## config.mk

```make
export PLATFORM = sky130hd
export DESIGN_NAME = univ_shift_reg
export DESIGN_NICKNAME = d
export VERILOG_FILES = /design/src/rtl/univ_shift_reg_pkg.sv /design/src/rtl/usr_next.sv /design/src/rtl/univ_shift_reg.sv
export SDC_FILE = /design/constraint.sdc
export NUM_CORES = 1
export LEC_CHECK = 0
export CAP_MARGIN = 15
export CORE_MARGIN = 2
export CORE_UTILIZATION = 54
export CTS_CLUSTER_DIAMETER = 80
export DETAILED_ROUTE_END_ITERATION = 6
export PLACE_DENSITY = 0.85
export SLEW_MARGIN = 40
export SYNTH_ARGS = -nofsm -noshare
export SYNTH_HDL_FRONTEND = slang
export SYNTH_HIERARCHICAL = 1
export SYNTH_SLANG_ARGS = --single-unit
```

## constraint.sdc

```tcl
create_clock -name CLK -period 4.7 [get_ports CLK]
set_input_delay 0.705 -clock CLK [delete_from_list [all_inputs] [get_ports CLK]]
set_output_delay 0.705 -clock CLK [all_outputs]
set_load 0.05 [all_outputs]
```

## src/rtl/univ_shift_reg_pkg.sv

```systemverilog
// Shared definitions for the universal shift register family.
// The mode encodings are reused by the counter and LFSR blocks.
package univ_shift_reg_pkg;

  typedef enum logic [2:0] {
    USR_HOLD = 3'd0,
    USR_LOAD = 3'd1,
    USR_SHL  = 3'd2,
    USR_SHR  = 3'd3,
    USR_ROL  = 3'd4,
    USR_ROR  = 3'd5,
    USR_INC  = 3'd6,
    USR_DEC  = 3'd7
  } usr_mode_e;

  localparam int USR_WIDTH_MIN = 2;
  localparam int USR_WIDTH_MAX = 32;

  // True for the two modes that move a bit out through SO.
  function automatic logic usr_is_shift(input usr_mode_e m);
    return (m == USR_SHL) || (m == USR_SHR);
  endfunction

endpackage

```

## src/rtl/usr_next.sv

```systemverilog
// Combinational next-state logic for univ_shift_reg: computes the word,
// serial-out bit and wrap flag that the register bank captures.
module usr_next
  import univ_shift_reg_pkg::*;
#(
  parameter int WIDTH = 8
) (
  input  logic [WIDTH-1:0] q,
  input  logic             so,
  input  logic [2:0]       mode,
  input  logic [WIDTH-1:0] d,
  input  logic             si,
  output logic [WIDTH-1:0] next_q,
  output logic             next_so,
  output logic             next_carry
);

  localparam logic [WIDTH-1:0] ALL_ONES = {WIDTH{1'b1}};
  localparam logic [WIDTH-1:0] ALL_ZERO = {WIDTH{1'b0}};
  localparam logic [WIDTH-1:0] ONE      = {{(WIDTH-1){1'b0}}, 1'b1};

  usr_mode_e op;
  logic      shift_out;

  assign op = usr_mode_e'(mode);

  // The bit leaving the word: MSB for left shifts, LSB for right shifts.
  assign shift_out = (op == USR_SHL) ? q[WIDTH-1] : q[0];

  always_comb begin
    next_q     = q;
    next_carry = 1'b0;
    case (op)
      USR_HOLD: next_q = q;
      USR_LOAD: next_q = d;
      USR_SHL:  next_q = {q[WIDTH-2:0], si};
      USR_SHR:  next_q = {si, q[WIDTH-1:1]};
      USR_ROL:  next_q = {q[WIDTH-2:0], q[WIDTH-1]};
      USR_ROR:  next_q = {q[0], q[WIDTH-1:1]};
      USR_INC: begin
        next_q     = q + ONE;
        next_carry = (q == ALL_ONES);
      end
      USR_DEC: begin
        next_q     = q - ONE;
        next_carry = (q == ALL_ZERO);
      end
      default: next_q = q;
    endcase
  end

  // SO is sticky: only the two shift modes replace it.
  assign next_so = usr_is_shift(op) ? shift_out : so;

endmodule

```

## src/rtl/univ_shift_reg.sv

```systemverilog
// Universal shift register: hold/load/shift/rotate/count on each enabled
// rising edge, with serial-out, wrap flag and combinational zero flag.
module univ_shift_reg
  import univ_shift_reg_pkg::*;
#(
  parameter int               WIDTH     = 8,
  parameter logic [WIDTH-1:0] RESET_VAL = '0
) (
  input  logic             CLK,
  input  logic             RST,
  input  logic             EN,
  input  logic [2:0]       MODE,
  input  logic [WIDTH-1:0] D,
  input  logic             SI,
  output logic [WIDTH-1:0] Q,
  output logic             SO,
  output logic             CARRY,
  output logic             ZERO
);

  generate
    if (WIDTH < USR_WIDTH_MIN || WIDTH > USR_WIDTH_MAX) begin : g_width_check
      $error("univ_shift_reg: WIDTH out of range");
    end
  endgenerate

  logic [WIDTH-1:0] next_q;
  logic             next_so;
  logic             next_carry;

  usr_next #(
    .WIDTH(WIDTH)
  ) u_next (
    .q          (Q),
    .so         (SO),
    .mode       (MODE),
    .d          (D),
    .si         (SI),
    .next_q     (next_q),
    .next_so    (next_so),
    .next_carry (next_carry)
  );

  // Single register bank; EN low freezes Q, SO and CARRY together.
  always_ff @(posedge CLK or posedge RST) begin
    if (RST) begin
      Q     <= RESET_VAL;
      SO    <= 1'b0;
      CARRY <= 1'b0;
    end else if (EN) begin
      Q     <= next_q;
      SO    <= next_so;
      CARRY <= next_carry;
    end
  end

  assign ZERO = (Q == '0);

endmodule

```

# Yosys cells after proc, flatten, opt, wreduce, memory -nomap -nowiden
# Index checks and enable logic that the tools add are counted.
# word_totals
reg_bits	10
in_bits	15
# op_classes
eq_ne	8
bitwise	1
mux	3
reduce_logical	5
addsub	2
# ops
op	count
one-hot mux 8 bit (7 select lines)	1
== test 3 bit, second input constant	4
adder 8 x 1 -> 8 bit, second input constant	1
== test 8 bit, second input constant	1
logical NOT 8 bit	1
subtractor 8 x 1 -> 8 bit, second input constant	1
== test 3 x 2 -> 1 bit, second input constant	2
AND reduction 2 bit	2
== test 3 x 1 -> 1 bit, second input constant	1
logical NOT 3 bit	1
one-hot mux 1 bit (2 select lines)	1
logical OR 1 bit	1
two-way mux 1 bit	1
NOT 1 bit	1

# Longest topological paths before layout
# depth
ltp_word	3
depth_mapped	10
ltp_nobuf	9

# Hierarchy
# The synthesis kept the hierarchy.
# by_module_without_submodules
module	instances	area_per_inst_um2	cells_per_inst	seq_area_each_um2
usr_next	1	755.7	111	0.0
univ_shift_reg	1	390.4	25	250.2

# Worst setup path after synthesis
# No wires, ideal clock.
# synth_path
path_type	register -> output
startpoint	register Q[4]
endpoint	output ZERO
arrival_ps	1858
path_slack_ps	2137
stages_incl_launch_ff	3
t_required_ps	3995
path_cell_list	dfrtp_1 > or4_1 > nor2_1
# synth_between
elab_chain_cells	1
# synth_lines
element	line	rtl
from (decl)	univ_shift_reg.sv:15	output logic [WIDTH-1:0] Q,
from (signal assigned)	univ_shift_reg.sv:51	Q <= next_q;
logical NOT 8 bit	univ_shift_reg.sv:57	assign ZERO = (Q == '0);
to (decl)	univ_shift_reg.sv:18	output logic ZERO
# No other way between the ends.

# Final worst setup path
# layout_path
startpoint	input MODE[1]
endpoint	register Q[6]
# layout_between
elab_cells_between_ends	11
cone_classes	eq/ne: 7; mux: 1; bitwise: 1; reduce/logical: 2
# layout_rtl
element	line	rtl
from (decl)	univ_shift_reg.sv:12	input logic [2:0] MODE,
== test 3 bit, or another cell as far along	usr_next.sv:33	case (op)
one-hot mux 8 bit (7 select lines) (*)	usr_next.sv:33	
named net next_q[6]	univ_shift_reg.sv:27	logic [WIDTH-1:0] next_q;
# Mark *: on every way through the listed nets, which the timed path passes. The rest lies on a longest branch.
# A chain may end at the register's enable or synchronous reset.

==> metrics.md <==
| Metric | Value |
|---|---|
| Via count | 1214 |
| Non-Filler Instances | 181 |
| Critical Setup Path Class | in2reg |
| Type of the tightest min-delay check | reg2reg |
| Global-route wire length before repair | 5.47 mm |
| Crit Reg-Reg Endpoint | Q[6] |
| Clock buffers created by TritonCTS | 3 |
| Remaining number of nets flagged by the antenna check after routing | 0 |
| Maxcap violations | 0 |
| Global-route congestion overflow total | 0 |
| Nets | 171 |
| Number of nets produced by synthesis | 152 |
| Overall power of the completed layout | 665 uW |
| Highest ir drop seen on vdd | 0.464 mV |
| Syn. warnings | 6 |
| Ports | 26 |
| Master cell of the clock root buffer | clkbuf_4 |
| Commonest non-fill, non-tap cells in the layout | 25 x clkdlybuf4s50_1, 11 x mux2_2, 10 x dfrtp_1, 9 x o21ai_0, 7 x nor2_1 |
| FP Rows | 16 |
| Number of setup violations in the final report | 0 |
| Leakage power of the design | 0.542 nW |
| Worst Reg-to-Reg Cells | 7 |
| Die area | 2510 um^2 |
| Worst hold path depth | 1 |
| Number of enable flip-flop cells after synthesis | 0 |
| Worst Path Max Fanout | 22 |
| Die height | 50.1 um |
| Post-detailed-route wirelength per cell | 18.2 um |
| Worst slew margin | 56.0% |
| Synth cell types | 52 |
| Cell count after placement | 177 |
| Post-Syn Instances | 136 |
| Clock tree from TritonCTS | yes |
| Transition at the pin with the smallest max-transition slack | 657 ps |
| Post-Synthesis Cell Area | 1150 um^2 |
| Number of global-route vias before repair | 1171 |
| Final hold viol count | 0 |
| Register area | 250 um^2 |
| RD Place Congestion | 0.910 |
| Multi-input logic area | 820 um^2 |
| Maximum count of clock buffers along a single path | 2 |
| DRC violation count after routing | 0 |
| Average instance area after synthesis | 8.43 um^2 |
| Post-layout minimum cycle time | 3220 ps |
| Cts-stage hold buffer count | 0 |
| Power density over the cells | 469 nW/um^2 |
| Estimated wirelength of the detail-placed design | 2.29 mm |
| Average vias per placed instance | 6.71 |
| Initial antenna violation count | 0 |
| Data arrival time of the worst path | 3430 ps |
| Primary FF master, synth | dfrtp_1 |
| DRT iter0 DRCs | 60 |
| Horizontal die dimension | 50.1 um |
| Sum of negative setup slack | 0 ps |
| Startpoint type of the worst setup path | primary input |
| DR pass1 iterations | 4 |
| Sinks on Clock Net | 10 |
| Startpoint of the tightest hold check path | CARRY |
| Number of I/O port buffers | 25 |
| Resized Gates After CTS | 0 |
| Max Freq | 310 MHz |
| Setup repair after global routing missed its margin | no |
| Kind of end point of the critical path | flop |
| Clock tree skew after final layout | 2.95 ps |
| Std-Cell Core Area | 1980 um^2 |
| Pin count of the biggest net entering global routing | 31 |
| Start of the worst register-to-register path | Q[1] |
| Portion of the post-synthesis area used by sequential elements | 21.8% |
| Insertion delay of the later-clocked pin in the worst-skew pair | 270 ps |
| Final-report max-slew violation count | 0 |
| H-Tree Level Count | 1 |
| Worst EP required | 4910 ps |
| Tot GR Track Use | 28.6% |
| Initial cell density of the core | 57.8% |
| Fill cell count | 150 |
| Async set-reset flop share out of synthesis | 100% |
| Clock-pin slew of the registers on the worst-case setup and hold paths | 70 ps |
| Share of the core filled with cells | 71.7% |
| FF+latch count, synth | 10 |
| Total detailed-routing wirelength | 3.29 mm |
| Most frequent standard cell in the layout excluding fill and tap cells | clkdlybuf4s50_1 |
| Worst hold path endpoint | CARRY |
| Register-to-register setup slack | 2360 ps |
| Area added between synthesis and finish | 23.9% |
| Result of the run | finished clean |
| Post-CTS Setup Bufs | 0 |
| Share of the cycle needed by the critical path after routing | 68.6% |
| Antenna diodes | 0 |
| Share of final-layout standard cells stronger than drive strength 1 | 14.9% |
==> registers in the layout (all words and copies together) (netlist names) <==
signal  cells
SO          1
CARRY       1
Q           8
==> routing by layer <==
metal / part of all wire [%] / wire length, um / global-route usage [%]
met2: 53 / 1730 / 49.6
met5: 0 / 0 / 0
met1: 38 / 1260 / 35.2
met3: 7.9 / 259 / 6.36
met4: 1.3 / 44 / 7.41
==> how the worst max path moves through the flow <==
stage	from	endpoint	slack, ps	cells after the start
floorplan	Q[4]	ZERO	2140	2
global placement	MODE[1]	Q[4]	1450	9
detailed placement	MODE[1]	Q[4]	1310	9
CTS	MODE[1]	Q[4]	1560	9
global route	MODE[1]	Q[4]	1200	9
finish	MODE[1]	Q[6]	1480	9
==> kinds of logic (layout without fill, tap and decap cells) <==
logic type | Yosys count | count (layout) | synth area share (%)
simple gates | 50 | 50 | 27.9
compound gates | 38 | 38 | 23.5
buf+inv | 18 | 36 | 6.66
mux | 16 | 16 | 16.7
flops | 10 | 10 | 21.8
xor+xnor | 3 | 3 | 2.29
fa+ha+maj | 1 | 1 | 1.09
==> worst max-delay path, stage by stage <==
cell	delay (ps)
clkdlybuf4s50_1	890
nand3_1	280
nand2_1	130
o21ai_0	90
ha_1	260
nor4b_1	480
nor4_1	130
a211oi_1	270
mux2_2	200
==> final cells by class <==
cell class,instances,area share (%)
Multi-Input combinational cell,108,57.7
Timing Repair Buffer,26,18.1
Sequential cell,10,17.6
Clock buffer,4,2.56
Tap cell,27,2.38
Inverter,6,1.59
==> power by group <==
part | switching (mW) | total [mW] | internal (mW) | leakage, nW
sequential | 0.0904 | 0.204 | 0.113 | 0.124
clock | 0.0308 | 0.0779 | 0.0470 | 0.0210
combinational | 0.219 | 0.384 | 0.164 | 0.397
total | 0.340 | 0.665 | 0.325 | 0.542
==> cell usage after synthesis, types with 2 or more instances <==
library cell | number | share of area (%)
a211oi_1 | 4 | 2.6
mux2i_1 | 3 | 2.6
and3_1 | 2 | 1.1
inv_1 | 6 | 2.0
nand2b_1 | 3 | 1.6
nor3_1 | 3 | 1.3
o22ai_1 | 3 | 1.6
o221a_1 | 3 | 2.9
and3b_1 | 2 | 1.5
a221oi_1 | 3 | 2.3
or4_1 | 3 | 2.0
nand2_1 | 6 | 2.0
xor2_1 | 2 | 1.5
or3b_1 | 2 | 1.5
or3_1 | 3 | 1.6
o21ai_0 | 9 | 3.9
nor2_1 | 7 | 2.3
a21oi_1 | 5 | 2.2
nor4b_1 | 2 | 1.5
mux2_2 | 11 | 11
clkbuf_1 | 5 | 1.6
buf_2 | 7 | 3.1
nor2b_1 | 2 | 1.1
dfrtp_1 | 10 | 22
nand3_1 | 3 | 1.3
==> per-stage QoR <==
| stage | hold slack, ps | instance area (um^2) | setup WS (ps) |
|---|---|---|---|
| floorplan | 545 | 1150 | 2140 |
| global placement | 491 | 1380 | 1450 |
| detailed placement | 536 | 1380 | 1310 |
| CTS | 551 | 1420 | 1560 |
| global route | 561 | 1420 | 1200 |
| finish | 544 | 1420 | 1480 |
(Power assumes the default switching activity.)
